`src/rtl/jump_resolve_pkg.sv`:
```
// jump_pkg: shared types and constants for the jump/branch resolve block.
//   state_e    - controller states
//   cmp_ctrl_e - branch comparison encodings (RISC-V funct3 values)
//   XLEN, REGW - datapath and register-index widths
//   jump_target() - effective target with the JALR bit0 clear applied
package jump_pkg;

    localparam int unsigned XLEN = 32;
    localparam int unsigned REGW = 5;

    typedef enum logic [2:0] {
        S_IDLE,
        S_ISSUE,
        S_WAIT,
        S_RESOLVE,
        S_WB,
        S_DRAIN
    } state_e;

    typedef enum logic [2:0] {
        CMP_BEQ  = 3'b000,
        CMP_BNE  = 3'b001,
        CMP_BLT  = 3'b100,
        CMP_BGE  = 3'b101,
        CMP_BLTU = 3'b110,
        CMP_BGEU = 3'b111
    } cmp_ctrl_e;

    function automatic logic [XLEN-1:0] jump_target(input logic            jalr,
                                                    input logic [XLEN-1:0] pc_jump);
        return {pc_jump[XLEN-1:1], pc_jump[0] & ~jalr};
    endfunction

endpackage

```
`src/rtl/jump_resolve_stats.sv`:
```
// jump_stats: resolve statistics counters (built only with JUMP_STATS_EN).
//   clk, rst_n       - clock, async active-low reset
//   resolve_i        - one pulse per completed RESOLVE cycle
//   taken_i          - that resolve was taken
//   stat_total_o     - count of resolves (wraps at 2^32)
//   stat_taken_o     - count of taken resolves (wraps at 2^32)
module jump_stats
    import jump_pkg::*;
(
    input  logic            clk,
    input  logic            rst_n,
    input  logic            resolve_i,
    input  logic            taken_i,
    output logic [XLEN-1:0] stat_total_o,
    output logic [XLEN-1:0] stat_taken_o
);

    logic [XLEN-1:0] total_q;
    logic [XLEN-1:0] taken_q;

    always_ff @(posedge clk or negedge rst_n) begin
        if (!rst_n) begin
            total_q <= '0;
            taken_q <= '0;
        end else if (resolve_i) begin
            total_q <= total_q + 1'b1;
            if (taken_i) begin
                taken_q <= taken_q + 1'b1;
            end
        end
    end

    assign stat_total_o = total_q;
    assign stat_taken_o = taken_q;

endmodule

```
`src/rtl/jump_resolve.sv`:
```
// jump_resolve: sequences one jump/branch through the jump functional unit,
// resolves the target, redirects the front end and writes back the link value.
//   issue_*            - decode handshake and operands (latched on transfer)
//   fu_en, fu_*        - start pulse and held operand copies to the FU
//   fu_finish, fu_*res - FU results, captured in WAIT
//   wb_req/wb_grant    - writeback handshake with wb_rd/wb_data
//   redirect_*         - front-end redirect (RESOLVE cycle only)
//   misalign           - taken target with bit1 set
//   fu_timeout         - WAIT_MAX WAIT cycles without fu_finish
//   busy               - not IDLE
//   stat_total/taken   - resolve counters when JUMP_STATS_EN is defined, else 0
// Optional feature macro: JUMP_STATS_EN.
module jump_resolve
    import jump_pkg::*;
#(
    parameter int unsigned WAIT_MAX = 4
) (
    input  logic            clk,
    input  logic            rst_n,
    input  logic            flush,
    input  logic            issue_valid,
    output logic            issue_ready,
    input  logic            issue_jalr,
    input  logic            issue_branch,
    input  logic [2:0]      issue_cmp_ctrl,
    input  logic [REGW-1:0] issue_rd,
    input  logic [XLEN-1:0] issue_rs1,
    input  logic [XLEN-1:0] issue_rs2,
    input  logic [XLEN-1:0] issue_imm,
    input  logic [XLEN-1:0] issue_pc,
    output logic            fu_en,
    output logic            fu_jalr,
    output logic [2:0]      fu_cmp_ctrl,
    output logic [XLEN-1:0] fu_rs1,
    output logic [XLEN-1:0] fu_rs2,
    output logic [XLEN-1:0] fu_imm,
    output logic [XLEN-1:0] fu_pc,
    input  logic            fu_finish,
    input  logic            fu_cmp_res,
    input  logic [XLEN-1:0] fu_pc_jump,
    input  logic [XLEN-1:0] fu_pc_wb,
    output logic            wb_req,
    input  logic            wb_grant,
    output logic [REGW-1:0] wb_rd,
    output logic [XLEN-1:0] wb_data,
    output logic            redirect_valid,
    output logic [XLEN-1:0] redirect_pc,
    output logic            misalign,
    output logic            fu_timeout,
    output logic            busy,
    output logic [XLEN-1:0] stat_total,
    output logic [XLEN-1:0] stat_taken
);

    localparam int unsigned CNT_W = (WAIT_MAX > 1) ? $clog2(WAIT_MAX) : 1;

    state_e          state_q, state_d;
    logic [CNT_W-1:0] cnt_q, cnt_d;
    logic            capture_res;

    logic            jalr_q, branch_q, cmp_res_q;
    logic [2:0]      cmp_q;
    logic [REGW-1:0] rd_q;
    logic [XLEN-1:0] rs1_q, rs2_q, imm_q, pc_q, pc_jump_q, pc_wb_q;

    logic            taken;
    logic [XLEN-1:0] target;
    logic            target_mis;
    logic            cnt_last;

    assign taken      = ~branch_q | cmp_res_q;
    assign target     = jump_target(jalr_q, pc_jump_q);
    assign target_mis = taken & target[1];
    assign cnt_last   = (cnt_q == CNT_W'(WAIT_MAX - 1));

    always_ff @(posedge clk or negedge rst_n) begin
        if (!rst_n) begin
            state_q <= S_IDLE;
            cnt_q   <= '0;
        end else begin
            state_q <= state_d;
            cnt_q   <= cnt_d;
        end
    end

    always_ff @(posedge clk or negedge rst_n) begin
        if (!rst_n) begin
            jalr_q   <= 1'b0;
            branch_q <= 1'b0;
            cmp_q    <= '0;
            rd_q     <= '0;
            rs1_q    <= '0;
            rs2_q    <= '0;
            imm_q    <= '0;
            pc_q     <= '0;
        end else if (state_q == S_IDLE && issue_valid) begin
            jalr_q   <= issue_jalr;
            branch_q <= issue_branch;
            cmp_q    <= issue_cmp_ctrl;
            rd_q     <= issue_rd;
            rs1_q    <= issue_rs1;
            rs2_q    <= issue_rs2;
            imm_q    <= issue_imm;
            pc_q     <= issue_pc;
        end
    end

    always_ff @(posedge clk or negedge rst_n) begin
        if (!rst_n) begin
            cmp_res_q <= 1'b0;
            pc_jump_q <= '0;
            pc_wb_q   <= '0;
        end else if (capture_res) begin
            cmp_res_q <= fu_cmp_res;
            pc_jump_q <= fu_pc_jump;
            pc_wb_q   <= fu_pc_wb;
        end
    end

    always_comb begin
        state_d        = state_q;
        cnt_d          = cnt_q;
        capture_res    = 1'b0;
        fu_en          = 1'b0;
        fu_timeout     = 1'b0;
        redirect_valid = 1'b0;
        redirect_pc    = '0;
        misalign       = 1'b0;
        wb_req         = 1'b0;
        wb_rd          = '0;
        wb_data        = '0;
        unique case (state_q)
            S_IDLE: begin
                cnt_d = '0;
                if (issue_valid) begin
                    state_d = S_ISSUE;
                end
            end
            S_ISSUE: begin
                // The FU is started even when flushed; DRAIN eats its finish.
                fu_en   = 1'b1;
                cnt_d   = '0;
                state_d = flush ? S_DRAIN : S_WAIT;
            end
            S_WAIT: begin
                if (flush) begin
                    state_d = S_IDLE;
                end else if (fu_finish) begin
                    capture_res = 1'b1;
                    state_d     = S_RESOLVE;
                end else if (cnt_last) begin
                    fu_timeout = 1'b1;
                    state_d    = S_IDLE;
                end else begin
                    cnt_d = cnt_q + 1'b1;
                end
            end
            S_RESOLVE: begin
                state_d = S_IDLE;
                if (!flush) begin
                    redirect_valid = taken & ~target[1];
                    redirect_pc    = target;
                    misalign       = target_mis;
                    if (!branch_q && rd_q != '0 && !target_mis) begin
                        state_d = S_WB;
                    end
                end
            end
            S_WB: begin
                // A grant coinciding with flush still completes the write.
                wb_req  = 1'b1;
                wb_rd   = rd_q;
                wb_data = pc_wb_q;
                if (wb_grant || flush) begin
                    state_d = S_IDLE;
                end
            end
            S_DRAIN: begin
                // Bounded like WAIT so a lost finish cannot wedge the block.
                if (fu_finish || cnt_last) begin
                    state_d = S_IDLE;
                end else begin
                    cnt_d = cnt_q + 1'b1;
                end
            end
            default: state_d = S_IDLE;
        endcase
    end

    assign issue_ready = (state_q == S_IDLE);
    assign busy        = (state_q != S_IDLE);
    assign fu_jalr     = jalr_q;
    assign fu_cmp_ctrl = cmp_q;
    assign fu_rs1      = rs1_q;
    assign fu_rs2      = rs2_q;
    assign fu_imm      = imm_q;
    assign fu_pc       = pc_q;

`ifdef JUMP_STATS_EN
    // Only resolves that actually present their outcome are counted.
    logic resolve_fire;
    assign resolve_fire = (state_q == S_RESOLVE) && !flush;

    jump_stats u_stats (
        .clk         (clk),
        .rst_n       (rst_n),
        .resolve_i   (resolve_fire),
        .taken_i     (taken),
        .stat_total_o(stat_total),
        .stat_taken_o(stat_taken)
    );
`else
    assign stat_total = '0;
    assign stat_taken = '0;
`endif

endmodule

```
`config.mk`:
```
export PLATFORM = sky130hd
export DESIGN_NAME = jump_resolve
export DESIGN_NICKNAME = d
export VERILOG_FILES = /design/src/rtl/jump_resolve_pkg.sv /design/src/rtl/jump_resolve_stats.sv /design/src/rtl/jump_resolve.sv
export SDC_FILE = /design/constraint.sdc
export NUM_CORES = 1
export LEC_CHECK = 0
export BUFFER_PORTS_ARGS = -buffer_cell sky130_fd_sc_hd__buf_2
export CORE_AREA = 2 2 190 192
export CTS_BUF_LIST = sky130_fd_sc_hd__clkbuf_8
export CTS_CLUSTER_SIZE = 14
export DETAILED_ROUTE_END_ITERATION = 10
export DIE_AREA = 0 0 192 194
export GPL_TIMING_DRIVEN = 0
export SLEW_MARGIN = 20
export SYNTH_ARGS = -nofsm -noshare
export SYNTH_HDL_FRONTEND = slang
export SYNTH_SLANG_ARGS = --single-unit
export TNS_END_PERCENT = 100
```
`constraint.sdc`:
```
create_clock -name clk -period 2.6 [get_ports clk]
set_input_delay 0.26 -clock clk [delete_from_list [all_inputs] [get_ports clk]]
set_output_delay 0.26 -clock clk [all_outputs]
set_load 0.02 [all_outputs]
```
==> key figures, run 1 <==
Cells and area
  • Register area: 5210 um^2
  • Area of the multi-input gates: 3430 um^2
  • Share of cells above drive strength 1: 56.3%
  • Post-layout util: 42.3%
  • Final #Nets: 1557
  • Antenna Cells: 0
  • Fill cells: 3195
  • Synthesis-to-layout area growth: 62.8%
  • Fin area: 14900 um^2

Yosys
  • Number of synthesized flops with an enable pin: 0
  • Most numerous cell in the Yosys netlist: dfrtp_1
  • Synthesized area: 9150 um^2
  • Ranking of synthesized cells by area: dfrtp_1 (57%), mux2_2 (19%), mux2_4 (8.2%)
  • Commonest cells in the netlist: dfrtp_1 (208), mux2_2 (152), and2_1 (69)
  • Register area share after synthesis: 56.9%
  • Number of synthesized register bits: 208
  • Cells after synthesis: 620
  • Synth warn: 0
  • Async SR Flop Fraction: 100%
  • Post-synthesis cell type count: 33
  • Synthesized area per cell: 14.8 um^2
  • Post-synth top area share: 56.9%
  • Cell taking the most area after synthesis: dfrtp_1
  • Synth Flop Type: dfrtp_1

Power
  • Pwr Total: 15.6 mW
  • Power density cells: 1050 nW/um^2
  • VDD IR max: 0.525 mV
  • Lkg Pwr: 7.67 nW

Die
  • Top-Level Pins: 481
  • Chip height: 194 um
  • Initial Util: 26.0%
  • FP Rows: 69
  • Die X-Extent: 192 um
  • Core footprint: 35200 um^2
  • Die ar.: 37200 um^2

Timing
  • Final number of hold-violating endpoints: 0
  • Setup violators final: 0
  • Minimum clock period: 2.46 ns
  • Maximum clock frequency: 0.406 GHz
  • Layout Skew: 0.0140 ns
  • Slew Viols, Final: 0
  • RSZ-0062 raised after global routing: false
  • WHS: 0.0853 ns
  • Worst Max-Slew Pin Slew: 0.524 ns
  • Tcrit/Tclk final: 94.7%
  • Relative slew slack: 65.1%

Worst hold path
  • WHS Path Cells: 3
  • HP Start: issue_valid
  • Hold Crit Class: in2reg
  • Worst Hold Endpoint: state_q[0]

Placed design
  • Dpl cell area: 12100 um^2
  • I/O Buffers: 416
  • Post-DP HPWL: 19300 um
  • GPL Wtd Cong: 0.746

Setup path
  • Crit-path max FO: 10
  • Worst r2r src: state_q[1]
  • Crit-path max cell delay: 0.42 ns
  • Critical path class: reg2out
  • CP endpoint kind: primary output
  • FF-to-FF setup slack: 0.52 ns
  • Crit path DAT: 2.20 ns
  • R2R cell count: 6
  • Slowest cell on crit path: dfrtp_2
  • Cell Chain, Critical Path: buf_4 > nor3b_4 > clkbuf_8 > clkbuf_4 > and2_1 > buf_2
  • Req. time, crit path: 2.34 ns
  • Element type at the critical path start: register
  • Top delay family on crit path: buffers and inverters
  • Bufs and invs on worst path: 4
  • Worst r2r dst: fu_pc[0]

CTS
  • Worst-case clock buffer depth: 3
  • CTS Buf Count: 37
  • CTS clk-pin slew, worst paths: 0.06 ns
  • Root Buffer: clkbuf_8
  • CTS tree: yes
  • H-tree levels: 2
  • CTS sink cnt: 208
  • Worst-Skew Late Latency: 0.54 ns

Detailed routing
  • Post-Route WL: 28100 um
  • DR vias/cell: 4.00
  • # DRC: 0
  • Total number of vias: 7333
  • DR pass1 iterations: 4
  • DRT antenna net count: 0
  • Avg WL per Cell: 15.3 um
  • 1st-iter DRT viols: 167

GRT
  • Total GRT Usage: 14.6%
  • Initial antenna violation count: 0
  • Largest net degree at the start of global routing: 98
  • Global-route wire length before repair: 42600 um
  • GRT overflow: 0
  • Number of global-route vias before repair: 7997

Status
  • Status: finished, final reports clean

Job
  • # Max-Cap Violations: 0
==> worst max path at each step <==
stage                      endpoint        from  depth (start not counted)  slack, ns
floorplan            fu_cmp_ctrl[0]  state_q[1]                          6       0.79
global placement         fu_rs2[29]       rst_n                          1      -2.41
detailed placement      wb_data[17]  state_q[2]                          6       0.23
CTS                 redirect_pc[29]  state_q[2]                          5       0.01
global route            wb_data[16]  state_q[2]                          6       0.01
finish                     wb_rd[1]  state_q[2]                          6       0.14
==> metrics by stage <==
| stage | setup TNS [ns] | setup slack (ns) | cells |
|---|---|---|---|
| 6_report | 0 | 0.139 | 1832 |
| 2_1_floorplan | 0 | 0.793 | 683 |
| 4_1_cts | 0 | 0.00950 | 1832 |
| 3_5_place_dp | 0 | 0.226 | 1562 |
| 3_3_place_gp | -494.49 | -2.41 | 1560 |
| 5_1_grt | 0 | 0.0102 | 1832 |
==> cells by family (layout without fill, tap and decap cells) <==
family,count (synthesis),count (layout),synth area share (%)
AO/OA/AOI/OAI,13,13,0.889
AND/OR/NAND/NOR,95,95,6.74
buffers and inverters,100,788,8.42
multiplexers,202,202,26.9
flip-flops,208,208,56.9
adder cells (fa/ha/maj),1,1,0.137
other,1,64,0.0410
==> power breakdown <==
part	total, mW	switching, mW	internal (mW)
Clock	2.86	1.36	1.50
Sequential	5.72	0.850	4.87
Combinational	7.06	3.64	3.42
Total	15.6	5.85	9.79
==> routing by layer <==
metal,up-vias,wire [um],global-route usage (%)
met5,-,0,0
met4,0,938,6.11
met3,64,2440,4.96
met2,346,14100,26.3
met1,3483,10600,15.3
li1,3440,-,-
==> state kept, by name, indices dropped and copies added, names as in the netlist <==
register and flops:
rd_q 5, fu_rs2 32, pc_jump_q 32, fu_jalr 1, branch_q 1, fu_pc 32
pc_wb_q 32, cmp_res_q 1, state_q 3, fu_imm 32, fu_rs1 32, cnt_q 2
fu_cmp_ctrl 3
==> layout make-up <==
| cell class | instances | share of cell area [%] |
|---|---|---|
| Buffer | 96 | 5.20 |
| Sequential cell | 208 | 34.9 |
| Multi-Input combinational cell | 375 | 23.0 |
| Tap cell | 461 | 3.87 |
| Inverter | 4 | 0.101 |
| Timing Repair Buffer | 625 | 28.3 |
| Clock buffer | 43 | 3.97 |
| Clock inverter | 20 | 0.579 |
==> cell usage in the layout, fill, tap and decap left out, types with 2 or more instances in the layout <==
| cell type | Yosys | layout |
|---|---|---|
| clkinv_2 | 0 | 6 |
| buf_6 | 18 | 18 |
| dlygate4sd3_1 | 0 | 207 |
| o22ai_1 | 2 | 2 |
| nor2b_1 | 5 | 5 |
| inv_1 | 4 | 17 |
| a21oi_1 | 2 | 2 |
| conb_1 | 1 | 64 |
| clkbuf_8 | 0 | 44 |
| mux2_4 | 50 | 50 |
| buf_16 | 0 | 2 |
| nand2_1 | 4 | 4 |
| or4_1 | 2 | 2 |
| dfrtp_1 | 208 | 207 |
| clkbuf_2 | 1 | 5 |
| and2_1 | 69 | 68 |
| nor2_1 | 4 | 4 |
| mux2_2 | 152 | 152 |
| nand3_1 | 2 | 2 |
| buf_4 | 68 | 69 |
| buf_2 | 3 | 417 |
| o21ai_0 | 5 | 5 |
==> worst reg2reg max path, cell delays in order (launching register included) <==
cell and delay [ns]:
dfrtp_1 0.36, buf_2 0.19, nor3_4 0.29, and2_1 0.22
buf_4 0.26, buf_6 0.26, mux2_2 0.38
==> repair_timing <==
item,4_1_cts,5_1_grt
hold buffers,207,0
resized for setup,11,5
setup buffers,0,0
endpoints found under the setup margin,53,15
pin swaps,0,0
endpoints found under the hold margin,413,0
Power figures use the tool's default switching activity.
==> run 2, diff against run 1 <==
--- a/config.mk
+++ b/config.mk
@@ -6,12 +6,16 @@
 export NUM_CORES = 1
 export LEC_CHECK = 0
 export BUFFER_PORTS_ARGS = -buffer_cell sky130_fd_sc_hd__buf_2
-export CORE_AREA = 2 2 190 192
+export CELL_PAD_IN_SITES_DETAIL_PLACEMENT = 1
+export CELL_PAD_IN_SITES_GLOBAL_PLACEMENT = 1
+export CORE_AREA = 2 2 189 191
 export CTS_BUF_LIST = sky130_fd_sc_hd__clkbuf_8
 export CTS_CLUSTER_SIZE = 14
 export DETAILED_ROUTE_END_ITERATION = 10
-export DIE_AREA = 0 0 192 194
+export DIE_AREA = 0 0 191 193
+export GPL_ROUTABILITY_DRIVEN = 0
 export GPL_TIMING_DRIVEN = 0
+export PLACE_DENSITY_LB_ADDON = 0.1
 export SLEW_MARGIN = 20
 export SYNTH_ARGS = -nofsm -noshare
 export SYNTH_HDL_FRONTEND = slang
==> run 2 against run 1 <==
Via count shrank 0.56%. Largest cell class unchanged. Utilization grew 0.59 points. Flip-flop and latch count is the same. Final cell count grew 0.49%. Combinational power grew 1%.
==> key figures, run 2 (synthesis results as in run 1) <==
Die
  • Initial Util: 26.2%
  • Die ar.: 36900 um^2
  • FP Rows: 69
  • Die X-Extent: 191 um
  • Core footprint: 35000 um^2
  • Chip height: 193 um
  • Top-Level Pins: 481

GRT
  • Number of global-route vias before repair: 7996
  • Total GRT Usage: 16.2%
  • GRT overflow: 0
  • Initial antenna violation count: 1
  • Global-route wire length before repair: 46400 um
  • Largest net degree at the start of global routing: 80

CTS
  • Postcts setup bufs: 0
  • CTS tree: yes
  • Worst-case clock buffer depth: 3
  • CTS Buf Count: 41
  • CTS sink cnt: 208
  • Worst-Skew Late Latency: 0.53 ns
  • H-tree levels: 2
  • Root Buffer: clkbuf_8
  • CTS clk-pin slew, worst paths: 0.05 ns

Cells and area
  • Commonest non-fill, non-tap cells in the layout: buf_2 (418), dfrtp_1 (208), dlygate4sd3_1 (206)
  • Synthesis-to-layout area growth: 63.8%
  • Fin area: 15000 um^2
  • Share of cells above drive strength 1: 56.2%
  • Final #Nets: 1559
  • Commonest non-fill, non-tap cell in the layout: buf_2

Timing
  • Setup TNS: 0 ns
  • RSZ-0062 raised after global routing: false
  • Setup violators final: 0
  • Worst Max-Slew Pin Slew: 0.614 ns
  • Relative slew slack: 59.0%
  • Maximum clock frequency: 0.413 GHz
  • Tcrit/Tclk final: 93.1%
  • Minimum clock period: 2.42 ns
  • Slew Viols, Final: 0
  • Layout Skew: 0.0210 ns
  • Final number of hold-violating endpoints: 0

Placed design
  • I/O Buffers: 416
  • Post-DP HPWL: 22300 um
  • Dpl cell area: 12100 um^2

Power
  • Lkg Pwr: 7.73 nW
  • Power density cells: 1070 nW/um^2
  • VDD IR max: 0.461 mV

Detailed routing
  • 1st-iter DRT viols: 141
  • Post-Route WL: 30800 um
  • Total number of vias: 7292
  • Avg WL per Cell: 16.7 um
  • DRT antenna net count: 0
  • # DRC: 0
  • DR vias/cell: 3.96
  • DR pass1 iterations: 4

Worst hold path
  • Hold Crit Class: in2reg

Setup path
  • Element type at the critical path start: register
  • Worst r2r src: state_q[1]
  • Crit path DAT: 2.16 ns
  • FF-to-FF setup slack: 0.67 ns
  • Req. time, crit path: 2.34 ns
  • Critical path class: reg2out
  • Worst r2r dst: rd_q[1]
  • CP endpoint kind: primary output
  • CP Capture Point: redirect_pc[8]
  • Crit-path max FO: 10
  • R2R cell count: 6
  • Critical path startpoint: state_q[2]

Status
  • Status: finished, final reports clean

Job
  • # Max-Cap Violations: 0
==> run 2: worst min-delay path by stage <==
stage	cells after the start	slack, ns	startpoint	endpoint
2_1_floorplan	0	-0.04	rst_n	branch_q
3_3_place_gp	1	0.48	pc_wb_q[6]	pc_wb_q[6]
3_5_place_dp	1	0.29	rst_n	fu_pc[7]
4_1_cts	2	0.006	flush	state_q[1]
5_1_grt	2	0.02	flush	state_q[1]
6_report	2	0.04	flush	state_q[1]
==> run 2: timing repair <==
item                       CTS  global route
hold endpoints to repair   275             0
setup endpoints to repair   35            18
gates resized for setup      4             4
gates cloned                 0             0
hold buffers               206             0
==> run 2: final cells by class <==
cell class	instances	area, um^2
Antenna cell	1	2.50
Fill cell	3871	20000
Buffer	95	761
Clock inverter	20	83.8
Inverter	4	15.0
Timing Repair Buffer	624	4210
Multi-Input combinational cell	375	3410
Clock buffer	53	729
Sequential cell	208	5200
Tap cell	461	577
==> run 2: power by group <==
part | leakage, nW | internal, mW | switching, mW | total (mW)
Clock | 0.476 | 1.82 | 1.42 | 3.23
Combinational | 4.75 | 3.40 | 3.75 | 7.15
Sequential | 2.50 | 4.87 | 0.779 | 5.65
==> run 2: critical path: stages (launching register included) <==
cell,delay [ns]
dfrtp_1,0.44
buf_4,0.20
and4bb_2,0.42
clkbuf_2,0.26
and2_1,0.17
buf_2,0.16
==> run 2: routing by layer <==
| layer | share of wire [%] | track usage (%) | vias up | wire (um) |
|---|---|---|---|---|
| met5 | 0 | 0 | - | 0 |
| met4 | 1.5 | 3.70 | 0 | 464 |
| met3 | 9.4 | 6.05 | 41 | 2910 |
| met2 | 50 | 28.5 | 301 | 15300 |
| met1 | 39 | 18.7 | 3503 | 12200 |
| li1 | - | - | 3447 | - |
==> run 2: metrics by stage <==
step / util, % / power [mW] / hold WS, ns / setup WS (ns) / instances
2_1_floorplan: - / 10.2 / -0.0356 / 0.793 / 683
3_3_place_gp: 34.5 / 12.6 / 0.479 / -2.81 / 1560
3_5_place_dp: 34.6 / 12.7 / 0.292 / 0.318 / 1562
4_1_cts: 42.9 / 16.3 / 0.00634 / 0.0199 / 1840
5_1_grt: 42.9 / 17.1 / 0.0230 / 0.00571 / 1841
6_report: 42.9 / 16.0 / 0.0420 / 0.178 / 1841
